## src/rtl/mem_seq.sv

```systemverilog
// Memory request sequencer: turns CPU program/data/char requests into a byte-wide
// address/data beat handshake with an asynchronous external host.
module mem_seq #(
  parameter int          SYNC_STAGES = 2,
  parameter logic [23:0] PC_RESET    = 24'h000000
) (
  input  logic        clk,
  input  logic        rst_n,
  input  logic [23:0] addr,
  input  logic [7:0]  data_in,
  output logic [7:0]  data_out,
  input  logic        mreq,
  input  logic [2:0]  mtype,
  output logic        mdone,
  input  logic        ack,
  output logic        rdy,
  output logic [1:0]  bus_ctrl,
  input  logic [7:0]  bus_in,
  output logic [7:0]  bus_out,
  output logic [23:0] pc
);

  typedef enum logic [1:0] {IDLE, BEAT, RELEASE, DONE} state_t;
  typedef enum logic [2:0] {
    PROGN = 3'd0, PROGP = 3'd1, RDATA = 3'd2, WDATA = 3'd3,
    RCHAR = 3'd4, WCHAR = 3'd5, RSVD6 = 3'd6, RSVD7 = 3'd7
  } mtype_t;

  localparam logic [1:0] BEAT_DATA = 2'd3;

  state_t                 state, state_d;
  mtype_t                 typ, req_typ;
  logic [23:0]            taddr;
  logic [7:0]             wdata;
  logic [1:0]             beat;
  logic [SYNC_STAGES-1:0] ack_sync;
  logic                   ack_s;
  logic                   is_read, req_rsvd, req_char;

  // Plain flop chain; only the last stage is ever looked at.
  always_ff @(posedge clk or negedge rst_n) begin
    if (!rst_n) begin
      ack_sync <= '0;
    end else begin
      ack_sync[0] <= ack;
      for (int unsigned i = 1; i < SYNC_STAGES; i++)
        ack_sync[i] <= ack_sync[i-1];
    end
  end

  assign ack_s    = ack_sync[SYNC_STAGES-1];
  assign req_typ  = mtype_t'(mtype);
  assign req_rsvd = (req_typ == RSVD6) || (req_typ == RSVD7);
  assign req_char = (req_typ == RCHAR) || (req_typ == WCHAR);
  assign is_read  = (typ == PROGN) || (typ == PROGP) || (typ == RDATA) || (typ == RCHAR);

  always_comb begin
    state_d = state;
    case (state)
      IDLE:    if (mreq)   state_d = req_rsvd ? DONE : BEAT;
      BEAT:    if (ack_s)  state_d = RELEASE;
      RELEASE: if (!ack_s) state_d = (beat == BEAT_DATA) ? DONE : BEAT;
      DONE:    if (!mreq)  state_d = IDLE;
      default: state_d = IDLE;
    endcase
  end

  always_ff @(posedge clk or negedge rst_n) begin
    if (!rst_n) begin
      state    <= IDLE;
      typ      <= PROGN;
      taddr    <= '0;
      wdata    <= '0;
      beat     <= '0;
      data_out <= '0;
      pc       <= PC_RESET;
    end else begin
      state <= state_d;
      case (state)
        IDLE: begin
          if (mreq) begin
            typ   <= req_typ;
            wdata <= data_in;
            beat  <= req_char ? BEAT_DATA : 2'd0;
            case (req_typ)
              PROGN:   taddr <= pc;
              PROGP:   taddr <= pc - 24'd1;
              default: taddr <= addr;
            endcase
          end
        end
        BEAT: begin
          if (ack_s && beat == BEAT_DATA && is_read)
            data_out <= bus_in;
        end
        RELEASE: begin
          if (!ack_s) begin
            if (beat != BEAT_DATA)
              beat <= beat + 2'd1;
            else if (typ == PROGN)
              pc <= pc + 24'd1;
            else if (typ == PROGP)
              pc <= pc - 24'd1;
          end
        end
        default: ;
      endcase
    end
  end

  // Outputs decode straight from registered state so reset clears them at once.
  assign rdy      = (state == BEAT);
  assign mdone    = (state == DONE);
  assign bus_ctrl = beat;

  always_comb begin
    bus_out = '0;
    case (beat)
      2'd0:    bus_out = taddr[7:0];
      2'd1:    bus_out = taddr[15:8];
      2'd2:    bus_out = taddr[23:16];
      default: bus_out = is_read ? 8'h00 : wdata;
    endcase
  end

endmodule
```

## config.mk

```make
export PLATFORM = sky130hd
export DESIGN_NAME = mem_seq
export DESIGN_NICKNAME = d
export VERILOG_FILES = /design/src/rtl/mem_seq.sv
export SDC_FILE = /design/constraint.sdc
export NUM_CORES = 1
export LEC_CHECK = 0
export ABC_CLOCK_PERIOD_IN_PS = 3400
export CAP_MARGIN = 20
export CORE_ASPECT_RATIO = 2
export CORE_MARGIN = 2
export CORE_UTILIZATION = 40
export CTS_CLUSTER_SIZE = 8
export DETAILED_ROUTE_END_ITERATION = 10
export HOLD_SLACK_MARGIN = 0.15
export SLEW_MARGIN = 10
export SYNTH_ARGS = -nofsm -noshare
export SYNTH_HDL_FRONTEND = slang
export SYNTH_SLANG_ARGS = --single-unit
```

## constraint.sdc

```tcl
create_clock -name clk -period 3.4 [get_ports clk]
set_clock_uncertainty 0.15 [all_clocks]
set_input_delay 1.02 -clock clk [delete_from_list [all_inputs] [get_ports clk]]
set_output_delay 1.02 -clock clk [all_outputs]
set_load 0.005 [all_outputs]
```

======== Word level (Yosys, flattened, before mapping) ========
Index checks and enable logic that the tools add are counted.
word-level totals
  register bits ........................... 73
  latch bits .............................. 0
  RAM bits ................................ 0
  memory bits (read-only) ................. 0
  bits of input ports ..................... 47
  output and inout bits ................... 44
  memories ................................ 0
operators by class
  $add $sub $neg .......................... 3
  multipliers ............................. 0
  div/mod/pow operators ................... 0
  order comparisons ....................... 0
  equal/unequal tests ..................... 20
  shift operators ......................... 0
  muxes and demuxes ....................... 17
  bitwise operators ....................... 2
  reductions and logical operators ........ 18
operators by type and width
  kind                                                                     number
  24-bit 2-to-1 mux                                                        2
  24-bit one-hot mux with 2 select lines                                   1
  24-bit by 1-bit adder with 24-bit output, second input constant          1
  8-bit one-hot mux with 3 select lines                                    1
  24-bit by 1-bit subtractor with 24-bit output, second input constant     1
  2-bit 2-to-1 mux                                                         10
  3-bit == test, second input constant                                     5
  4-bit AND reduction                                                      3
  2-bit inequality test, second input constant                             5
  2-bit == test, second input constant                                     4
  8-bit 2-to-1 mux                                                         1
  2-bit one-hot mux with 4 select lines                                    1
  3-bit by 1-bit == test with 1-bit output, second input constant          2
  3-bit zero test                                                          2
  1-bit logical OR                                                         5
  2-bit by 1-bit == test with 1-bit output, second input constant          2
  2-bit zero test                                                          2
  2-bit one-hot mux with 2 select lines                                    1
  2-bit AND reduction                                                      2
  2-bit nonzero test                                                       2
  3-bit by 2-bit == test with 1-bit output, second input constant          1
  2-bit by 1-bit adder with 2-bit output, second input constant            1
  1-bit logical AND                                                        2
  2-bit by 1-bit inequality test with 1-bit output, second input constant  1
  1-bit inverter                                                           2

======== Depth between registers and ports, before layout ========
Gate-level depths: netlist (run 1).
  word-level depth ........................ 6
  gate-level depth with buffers ........... 8

======== Worst setup path before layout (run 1) ========
OpenSTA, ideal clock, no wires.
  path type ............................... reg-to-output
  from .................................... register beat[1], in the netlist bus_ctrl[1]
  to ...................................... output port bus_out[6]
  data arrival time ....................... 1,274 ps
  required time ........................... 2,230 ps
  slack ................................... 956 ps
  cell stages (with the launch flop) ...... 6
  buffers on the path ..................... 2
  cell sequence ........................... dfrtp_1 > ha_1 > clkbuf_1 > clkbuf_1 > nand2_1 > o22ai_1
on the way
  cells in the longest elaborated chain, start to end .. 2
RTL lines
  item                                         line  RTL
  start, declared                              35    logic [1:0] beat;
  start signal, assigned                       84    beat <= req_char ? BEAT_DATA : 2'd0;
  start signal, assigned                       99    beat <= beat + 2'd1;
  2-bit == test, or another cell as far along  118   case (beat)
  8-bit one-hot mux with 3 select lines (*)    118
  end, declared                                19    output logic [7:0] bus_out,
Every way passes the cells marked *; elsewhere a longest branch is shown, timed or not.

======== Final worst setup path (run 1) ========
  from .................................... register beat[0], in the netlist bus_ctrl[0]
  to ...................................... output port bus_out[5]
Same word-level chain as after synthesis.

==> results.py, run 1 <==
metrics = {
    "sta": {
        "grt_setup_unrepaired": "no",
        "fin_worst_hold_slack_ns": 0.201,
        "final_max_slew_viols": 0,
        "maxClockFrequency_mhz": 303,
        "hold_violations": 0,
        "timing.max_slew.rel_slack": 0.574,
        "fin_setup_tns_ns": 0,
        "worst_slew_pin_slew_ns": 0.635,
        "min_period_over_period": 0.972,
        "period_needed_ns": 3.30,
        "final-setup-viol-count": 0,
    },
    "run_status": {
        "status": "completed",
    },
    "placed_design": {
        "place.detailed.hpwl_um": 9970,
        "gpl.final_weighted_congestion": 0.811,
        "place.port_buffers": 90,
        "dpl-instance-area_um2": 5380,
    },
    "route": {
        "totalWireLength_um": 13100,
        "drcViolationCount": 0,
        "drt_iter0_drc": 277,
        "drt_pre_antenna_iters": 5,
        "detail_route.wl_per_cell_um": 18.6,
        "antenna_violation_net_count_after_detailed_routing": 0,
        "post_drt_via_cell_ratio": 5.60,
        "via_count": 3955,
    },
    "critical_path": {
        "worst-endpoint-arrival_ns": 2.13,
        "critical_path_buf_inv_count": 2,
        "cp.required_ns": 2.23,
        "worst_path_largest_cell_delay_ns": 0.47,
        "worst_setup_path_start_kind": "flop",
        "setup.worst_path.class": "flop to output port",
        "critical_path.max_fanout": 8,
        "cpLargestDelayFamily": "buffers and inverters",
        "crit_path_end_kind": "output port",
        "crit_path_cell_trace": "inv_1 -> ha_1 -> a222oi_1 -> o22ai_1 -> clkdlybuf4s50_1",
        "cp_slowest_cell": "clkdlybuf4s50_1",
    },
    "final_layout": {
        "stdcell_area_um2": 5720,
        "layout.cells.most_common": "clkdlybuf4s50_1",
        "area_growth_pct": 29.4,
        "final_cell_mix": "clkdlybuf4s50_1 (88), nand2_1 (80), dfrtp_1 (71)",
        "num_antenna_cells": 0,
        "post_route_cells_drive_above_1_share": 0.0972,
        "fin_util": 0.529,
        "fillers": 1033,
        "layout.nets": 615,
    },
    "floorplan": {
        "num_rows": 54,
        "die_y_um": 153,
        "core_area_um2": 10800,
        "floorplan.die_area_um2": 12000,
        "design.portCount": 91,
        "die_width_um": 78.3,
        "start_util": 0.409,
    },
    "logic_synthesis": {
        "mappedNetlistArea_um2": 4420,
        "synthMuxAreaShare": 0.0249,
        "synth-edff-count": 0,
        "synthDistinctLibCells": 59,
        "synth.ff_latch_count": 73,
        "dominant_register_cell_in_the_synthesized_netlist": "dfrtp_1",
        "synth_top_family_by_area": "simple AND/OR/NAND/NOR gates",
        "synth-async-reset-ratio": 1.00,
        "post-synth-top-area-cell": "dfrtp_1",
        "synth.avg_cell_area_um2": 9.02,
        "post_synth_main_area_contributors": "dfrtp_1 (41%), nand2_1 (6.8%), xnor2_1 (5.9%)",
        "syn-num-nets": 544,
        "complex_gate_fraction_of_the_synthesized_area": 0.149,
        "post_synth_xor_area_fraction": 0.0872,
        "post_synth_and_or_nand_nor_area_fraction": 0.252,
        "ys.warnings.count": 0,
        "synth_largest_type_area_fraction": 0.413,
        "seq_area_frac_synth": 0.413,
        "synth_fa_ha_area_frac": 0.0198,
        "synthCells": 490,
    },
    "grt": {
        "grt_pass1_vias": 4088,
        "global_route.usage.total": 0.227,
        "grt_antenna_before_repair": 0,
        "globalRouteOverflowTotal": 0,
        "largest_net_degree_at_the_start_of_global_routing": 40,
        "grt_first_pass_wirelength_um": 21100,
    },
    "clocking": {
        "cts_buffers": 9,
        "cts.hold.buffers_added": 0,
        "h-tree-depth": 3,
        "post_cts.repair.setup_buffers": 0,
        "post_cts_resized": 0,
        "clk_pin_slew_ns": 0.06,
        "later_pin_clock_latency_in_the_skew_report_ns": 0.34,
        "clk_path_buf_depth": 2,
        "sink_count_of_the_clock_tree": 73,
        "cts-root-buf": "clkbuf_16",
        "tritoncts": "done",
    },
    "pwr": {
        "total_power_draw_mw": 5.31,
        "ir_drop_v": 0.000364,
        "leakagePower_nw": 2.34,
        "cellPowerDensity_nw_per_um2": 928,
    },
    "hold_path": {
        "hold_class": "flop to flop",
    },
    "job": {
        "max_cap_violations": 0,
    },
}
-- logic make-up after synthesis --
family / count (synthesis)
AND/OR/NAND/NOR: 207
AO/OA/AOI/OAI: 102
flip-flops: 73
buffers and inverters: 47
XOR/XNOR: 44
multiplexers: 10
adder cells (fa/ha/maj): 7
-- sequential cells by signal (all words and copies together), names as in the netlist --
signal and flops:
typ 3, wdata 8, data_out 8, ack_sync 2, bus_ctrl 2, taddr 24, state 2, pc 24
-- cell usage after synthesis (11+ instances only) --
library cell	count
and3_1	13
xor2_1	14
nand3_1	11
nor3_1	12
dfrtp_1	73
nand2_1	80
clkbuf_1	21
nand4_1	12
xnor2_1	30
a21oi_1	26
o21ai_0	25
nor2_1	38
o22ai_1	11
-- final timing paths --
kind / from / end / slack, ns / cells past startpoint
max: bus_ctrl[0]$_DFFE_PN0P_ / bus_out[5] / 0.1 / 5
min: ack_sync[0]$_DFF_PN0_ / ack_sync[1]$_DFF_PN0_ / 0.20 / 0
max reg2reg: pc[2]$_DFFE_PN0P_ / taddr[21]$_DFFE_PN0P_ / 0.90 / 5
min reg2reg: ack_sync[0]$_DFF_PN0_ / ack_sync[1]$_DFF_PN0_ / 0.20 / 0
max in group asynchronous: rst_n / bus_ctrl[0]$_DFFE_PN0P_ / 1.68 / 3
min in group asynchronous: rst_n / wdata[6]$_DFFE_PN0P_ / 0.53 / 1
-- metrics by stage --
stage	setup WS (ns)	std cells
3_5_place_dp	0.390	690
4_1_cts	0.0186	706
2_1_floorplan	0.956	490
5_1_grt	0.00834	706
6_report	0.0967	706
3_3_place_gp	0.391	690
-- per-layer routing --
layer	up-vias	track usage	wire [µm]
li1	1899	-	-
met1	1890	0.241	4840
met2	135	0.425	7280
met3	31	0.0361	539
met4	0	0.106	477
met5	-	0	0
-- report_power, final --
| group | switching, mW | internal [mW] |
|---|---|---|
| sequential | 0.585 | 1.24 |
| combinational | 1.19 | 1.27 |
| clock | 0.381 | 0.645 |
| total | 2.16 | 3.15 |
-- final cells by class --
type                       instances  area [µm²]  share of cell area
multi-input combinational        370        2360               0.413
sequential                        73        1830               0.320
timing repair buffer             101        1010               0.176
clock buffer                      10         229              0.0401
tap                              140         175              0.0306
clock inverter                     6        92.6              0.0162
inverter                           6        22.5             0.00394
-- worst reg2reg max path, cell delays in order, from the launching register on --
cell and delay [ns]:
dfrtp_1 0.51, nor3_1 0.55, nand4_1 0.38, or3_1 0.46, xor2_1 0.17, o221ai_1 0.13
No activity file was read; power rests on OpenSTA's default activity.
==> run 2: changes to the inputs <==
--- a/config.mk
+++ b/config.mk
@@ -8,7 +8,7 @@
 export ABC_CLOCK_PERIOD_IN_PS = 3400
 export CAP_MARGIN = 20
 export CORE_ASPECT_RATIO = 2
-export CORE_MARGIN = 2
+export CORE_MARGIN = 1
 export CORE_UTILIZATION = 40
 export CTS_CLUSTER_SIZE = 8
 export DETAILED_ROUTE_END_ITERATION = 10
==> results.py, run 2 (same netlist as run 1, synthesis figures left out) <==
metrics = {
    "run_status": {
        "status": "completed",
    },
    "critical_path": {
        "worst-r2r-setup-slack_ns": 0.82,
        "cpLargestDelayFamily": "buffers and inverters",
        "critical_path.max_fanout": 8,
        "crit_path_end_kind": "output port",
        "worst_r2r_path_depth": 5,
        "regToRegEndpoint": "pc[17]$_DFFE_PN0P_",
        "cp_slowest_cell": "clkdlybuf4s50_1",
        "crit_path_cell_trace": "inv_1 -> ha_1 -> a222oi_1 -> o22ai_1 -> clkdlybuf4s50_1",
        "worst-endpoint-arrival_ns": 2.12,
        "rr_startpoint": "pc[0]$_DFFE_PN0P_",
        "worst_setup_path_start_kind": "flop",
        "cp.required_ns": 2.23,
        "setup.worst_path.class": "flop to output port",
        "critical_path_buf_inv_count": 2,
        "worst_path_largest_cell_delay_ns": 0.46,
    },
    "hold_path": {
        "whs_path_depth": 0,
        "hold_class": "flop to flop",
        "worst_hold_startpoint": "ack_sync[0]$_DFF_PN0_",
        "worst_hold_path.endpoint": "ack_sync[1]$_DFF_PN0_",
    },
    "clocking": {
        "clk_path_buf_depth": 2,
        "cts-root-buf": "clkbuf_16",
        "h-tree-depth": 3,
        "tritoncts": "done",
        "sink_count_of_the_clock_tree": 73,
        "cts.hold.buffers_added": 0,
        "clk_pin_slew_ns": 0.06,
        "later_pin_clock_latency_in_the_skew_report_ns": 0.34,
        "cts_buffers": 9,
        "post_cts.repair.setup_buffers": 0,
    },
    "sta": {
        "hold_violations": 0,
        "maxClockFrequency_mhz": 304,
        "timing.max_slew.rel_slack": 0.580,
        "final-setup-viol-count": 0,
        "grt_setup_unrepaired": "no",
        "period_needed_ns": 3.29,
        "fin_setup_tns_ns": 0,
        "min_period_over_period": 0.967,
        "worst_slew_pin_slew_ns": 0.626,
        "final_max_slew_viols": 0,
    },
    "route": {
        "post_drt_via_cell_ratio": 5.60,
        "drt_pre_antenna_iters": 7,
        "totalWireLength_um": 13300,
        "drt_iter0_drc": 306,
        "detail_route.wl_per_cell_um": 18.8,
        "drcViolationCount": 0,
        "via_count": 3962,
        "antenna_violation_net_count_after_detailed_routing": 0,
    },
    "floorplan": {
        "die_width_um": 76.3,
        "core_area_um2": 10800,
        "start_util": 0.409,
        "floorplan.die_area_um2": 11500,
        "design.portCount": 91,
        "die_y_um": 151,
        "num_rows": 54,
    },
    "job": {
        "max_cap_violations": 0,
    },
    "placed_design": {
        "place.port_buffers": 90,
        "place.detailed.instances": 691,
        "place.detailed.hpwl_um": 9840,
        "gpl.final_weighted_congestion": 0.878,
    },
    "pwr": {
        "total_power_draw_mw": 5.41,
        "cellPowerDensity_nw_per_um2": 942,
        "leakagePower_nw": 2.38,
        "ir_drop_v": 0.000431,
    },
    "final_layout": {
        "fin_cells": 707,
        "post_route_cells_drive_above_1_share": 0.0970,
        "num_antenna_cells": 0,
        "area_growth_pct": 30.0,
        "layout.nets": 616,
        "layout_top_registers": "pc (24), taddr (24)",
        "layout.cells.most_common": "clkdlybuf4s50_1",
        "final_cell_mix": "clkdlybuf4s50_1 (87), nand2_1 (80), dfrtp_1 (72)",
    },
    "grt": {
        "grt_first_pass_wirelength_um": 20700,
        "grt_antenna_before_repair": 0,
        "global_route.usage.total": 0.238,
        "largest_net_degree_at_the_start_of_global_routing": 74,
        "grt_pass1_vias": 3913,
        "globalRouteOverflowTotal": 0,
    },
}
run 2: cell types whose count changed in the layout (fill, tap and decap cells not counted), sizes merged:
cell           delta
clkinv            -1
dlymetal6s2s      +1
buf               +1
clkdlybuf4s50     -1
inv               +1
bufinv            +1
clkinvlp          -1
run 2: how the worst max path moves through the flow:
| stage | from | endpoint | depth (start not counted) | slack [ns] |
|---|---|---|---|---|
| 2_1_floorplan | bus_ctrl[1]$_DFFE_PN0P_ | bus_out[6] | 5 | 0.96 |
| 3_3_place_gp | bus_ctrl[1]$_DFFE_PN0P_ | bus_out[6] | 4 | 0.49 |
| 3_5_place_dp | bus_ctrl[0]$_DFFE_PN0P_ | bus_out[4] | 5 | 0.43 |
| 4_1_cts | bus_ctrl[0]$_DFFE_PN0P_ | bus_out[4] | 5 | 0.03 |
| 5_1_grt | bus_ctrl[1]$_DFFE_PN0P_ | bus_out[4] | 5 | 0.005 |
| 6_report | bus_ctrl[1]$_DFFE_PN0P_ | bus_out[2] | 5 | 0.11 |
run 2: per-stage QoR:
| step | hold WS [ns] | area [µm²] | util | setup WS, ns |
|---|---|---|---|---|
| detailed placement | 0.195 | 5380 | 0.498 | 0.432 |
| finish | 0.204 | 5740 | 0.531 | 0.113 |
| floorplan | 0.181 | 4420 | - | 0.956 |
| global route | 0.209 | 5740 | 0.531 | 0.00475 |
| global placement | 0.186 | 5380 | 0.498 | 0.490 |
| CTS | 0.209 | 5720 | 0.529 | 0.0252 |
run 2: report_power, final:
group          switching [mW]  leakage [nW]  internal, mW  total, mW
logic                    1.21          1.28          1.27       2.48
clock network           0.393         0.163         0.721       1.11
registers               0.584         0.930          1.23       1.82
run 2: what timing repair did:
item,CTS,global route
endpoints found under the setup margin,0,6
gates resized for setup,0,6
endpoints found under the hold margin,0,0
run 2: metal layers:
| metal | global-route usage | wire (µm) | vias up |
|---|---|---|---|
| met4 | 0.109 | 342 | 0 |
| met5 | 0 | 0 | - |
| met2 | 0.453 | 7380 | 133 |
| met1 | 0.254 | 5050 | 1922 |
| met3 | 0.0400 | 519 | 20 |
| li1 | - | - | 1887 |
run 2: worst register-to-register path, stage by stage, from the launching register on:
cell and delay (ns):
dfrtp_1 0.49, nor3_1 0.57, nand4_1 0.42, or4_1 0.52, a21oi_2 0.15, xor2_1 0.19
run 2: area by class of cell:
type                       instances  area [µm²]
clock inverter                     6         115
clock buffer                      10         229
timing repair buffer             102        1000
sequential                        73        1830
inverter                           6        22.5
tap                              140         175
fill                            1030        5070
multi-input combinational        370        2370
==> run 3: changes to the inputs <==
--- a/config.mk
+++ b/config.mk
@@ -5,7 +5,7 @@
 export SDC_FILE = /design/constraint.sdc
 export NUM_CORES = 1
 export LEC_CHECK = 0
-export ABC_CLOCK_PERIOD_IN_PS = 3400
+export ABC_CLOCK_PERIOD_IN_PS = 3110
 export CAP_MARGIN = 20
 export CORE_ASPECT_RATIO = 2
 export CORE_MARGIN = 1
==> constraint.sdc (replaced) <==
create_clock -name clk -period 3.11 [get_ports clk]
set_clock_uncertainty 0.15 [all_clocks]
set_input_delay 0.933 -clock clk [delete_from_list [all_inputs] [get_ports clk]]
set_output_delay 0.933 -clock clk [all_outputs]
set_load 0.005 [all_outputs]
==> results.py, run 3 (same netlist as run 1, synthesis figures left out) <==
metrics = {
    "sta": {
        "min_period_over_period": 0.989,
        "grt_setup_unrepaired": "yes",
        "maxClockFrequency_mhz": 325,
        "final_max_slew_viols": 0,
        "final-setup-viol-count": 0,
        "hold_violations": 0,
        "fin_setup_tns_ns": 0,
        "worst_case_setup_margin_in_the_final_layout_ns": 0.0353,
        "timing.max_slew.rel_slack": 0.614,
        "period_needed_ns": 3.07,
        "worst_slew_pin_slew_ns": 0.575,
    },
    "pwr": {
        "total_power_draw_mw": 5.72,
        "psw_mw": 2.39,
        "ir_drop_v": 0.000414,
        "clock_power_share": 0.166,
        "power.share.sequential": 0.347,
        "power.share.switching": 0.418,
        "power.share.combinational": 0.487,
        "p_int_mw": 3.33,
        "leakagePower_nw": 2.40,
        "cellPowerDensity_nw_per_um2": 991,
    },
    "floorplan": {
        "num_rows": 54,
        "floorplan.die_area_um2": 11500,
        "die_width_um": 76.3,
        "start_util": 0.409,
        "die_y_um": 151,
        "core_area_um2": 10800,
        "design.portCount": 91,
    },
    "clocking": {
        "h-tree-depth": 3,
        "clk_pin_slew_ns": 0.06,
        "later_pin_clock_latency_in_the_skew_report_ns": 0.33,
        "sink_count_of_the_clock_tree": 73,
        "cts.hold.buffers_added": 0,
        "clk_path_buf_depth": 2,
        "tritoncts": "done",
        "cts-root-buf": "clkbuf_16",
        "cts_buffers": 9,
    },
    "grt": {
        "grt_pass1_vias": 3915,
        "globalRouteOverflowTotal": 0,
        "grt_first_pass_wirelength_um": 20500,
        "largest_net_degree_at_the_start_of_global_routing": 74,
        "global_route.usage.total": 0.232,
        "grt_antenna_before_repair": 0,
    },
    "critical_path": {
        "crit_path_cell_trace": "buf_4 -> ha_4 -> a222oi_1 -> o22ai_1 -> clkdlybuf4s50_1",
        "worst-r2r-setup-slack_ns": 0.64,
        "cp_slowest_cell": "clkdlybuf4s50_1",
        "cp.required_ns": 2.03,
        "cp-startpoint": "bus_ctrl[0]$_DFFE_PN0P_",
        "critical_path_buf_inv_count": 2,
        "worst-endpoint-arrival_ns": 1.99,
        "critical_path.max_fanout": 8,
        "worst_path_largest_cell_delay_ns": 0.45,
        "worst_r2r_path_depth": 5,
        "setup.worst_path.class": "flop to output port",
        "crit_path_end_kind": "output port",
        "rr_startpoint": "pc[2]$_DFFE_PN0P_",
        "worst_setup_path_start_kind": "flop",
        "cpLargestDelayFamily": "buffers and inverters",
        "regToRegEndpoint": "pc[17]$_DFFE_PN0P_",
    },
    "final_layout": {
        "area_growth_pct": 30.6,
        "num_antenna_cells": 0,
        "stdcell_area_um2": 5770,
        "layout.nets": 621,
        "layout.cells.most_common": "clkdlybuf4s50_1",
        "final_cell_mix": "clkdlybuf4s50_1 (84), nand2_1 (80), dfrtp_1 (72)",
        "layout_top_registers": "pc (24), taddr (24)",
        "post_route_cells_drive_above_1_share": 0.112,
    },
    "run_status": {
        "status": "completed",
    },
    "hold_path": {
        "whs_path_depth": 0,
        "hold_class": "flop to flop",
        "worst_hold_path.endpoint": "ack_sync[1]$_DFF_PN0_",
        "worst_hold_startpoint": "ack_sync[0]$_DFF_PN0_",
    },
    "route": {
        "drt_iter0_drc": 259,
        "post_drt_via_cell_ratio": 5.48,
        "detail_route.wl_per_cell_um": 18.1,
        "drt_pre_antenna_iters": 4,
        "drcViolationCount": 0,
        "antenna_violation_net_count_after_detailed_routing": 0,
        "totalWireLength_um": 12900,
        "via_count": 3905,
    },
    "placed_design": {
        "preCtsSetupSlack_ns": 0.247,
        "place.port_buffers": 90,
        "place.detailed.hpwl_um": 9610,
        "dpl-instance-area_um2": 5410,
        "gpl.final_weighted_congestion": 0.870,
    },
    "job": {
        "max_cap_violations": 0,
    },
}
## run 3: changes by cell type in the layout (fill, tap and decap cells not counted), moves of 2 or more
cell             change
clkinvlp_4           +2
dlymetal6s2s_1       +2
ha_4                 +3
bufinv_16            -3
buf_4                +4
inv_2                +2
clkdlybuf4s50_1      -3
ha_1                 -2
inv_1                -2
## run 3: metal layers
metal,track usage,vias up,part of all wire
met1,0.250,1842,0.39
met2,0.432,123,0.54
li1,-,1909,-
met3,0.0394,31,0.036
met4,0.113,0,0.036
met5,0,-,0
## run 3: timing repair
| item | in CTS | in global routing |
|---|---|---|
| pin swaps | 1 | 5 |
| gates cloned | 0 | 0 |
| setup buffers | 1 | 2 |
| resized for setup | 7 | 10 |
| endpoints found under the setup margin | 8 | 7 |
## run 3: worst max-delay path by stage
| stage | endpoint | slack [ns] | cells after the start |
|---|---|---|---|
| 2_1_floorplan | bus_out[6] | 0.75 | 5 |
| 3_5_place_dp | bus_out[0] | 0.25 | 5 |
| 3_3_place_gp | bus_out[6] | 0.28 | 4 |
| 5_1_grt | bus_out[6] | -0.03 | 5 |
| 4_1_cts | bus_out[4] | 0.002 | 5 |
| 6_report | bus_out[6] | 0.04 | 5 |
## run 3: power groups by stage
stage	clock network (mW)	logic (mW)	registers [mW]
2_1_floorplan	0	1.92	1.65
3_3_place_gp	0	2.66	1.98
3_5_place_dp	0	2.69	1.98
4_1_cts	0.970	2.73	1.97
5_1_grt	1.01	3.07	2.04
6_report	0.951	2.79	1.98
## run 3: final cells by class
class | count | area (µm²)
Clock buffer | 10 | 229
Clock inverter | 6 | 45.0
Fill cell | 1038 | 5040
Inverter | 6 | 22.5
Multi-Input combinational cell | 370 | 2410
Sequential cell | 73 | 1830
Tap cell | 140 | 175
Timing Repair Buffer | 107 | 1060
## run 3: worst register-to-register path, stage by stage (launching register included)
cell and delay, ns:
dfrtp_1 0.51, nor3_1 0.51, nand4_1 0.39, or4_1 0.52
a21oi_2 0.15, xor2_1 0.16
## run 3: through the flow
stage / util / std cells / hold WS [ns]
after global placement: 0.500 / 693 / 0.184
final: 0.534 / 712 / 0.197
after detailed placement: 0.500 / 693 / 0.185
after CTS: 0.528 / 710 / 0.199
after global routing: 0.534 / 712 / 0.211
after floorplan: - / 490 / 0.181
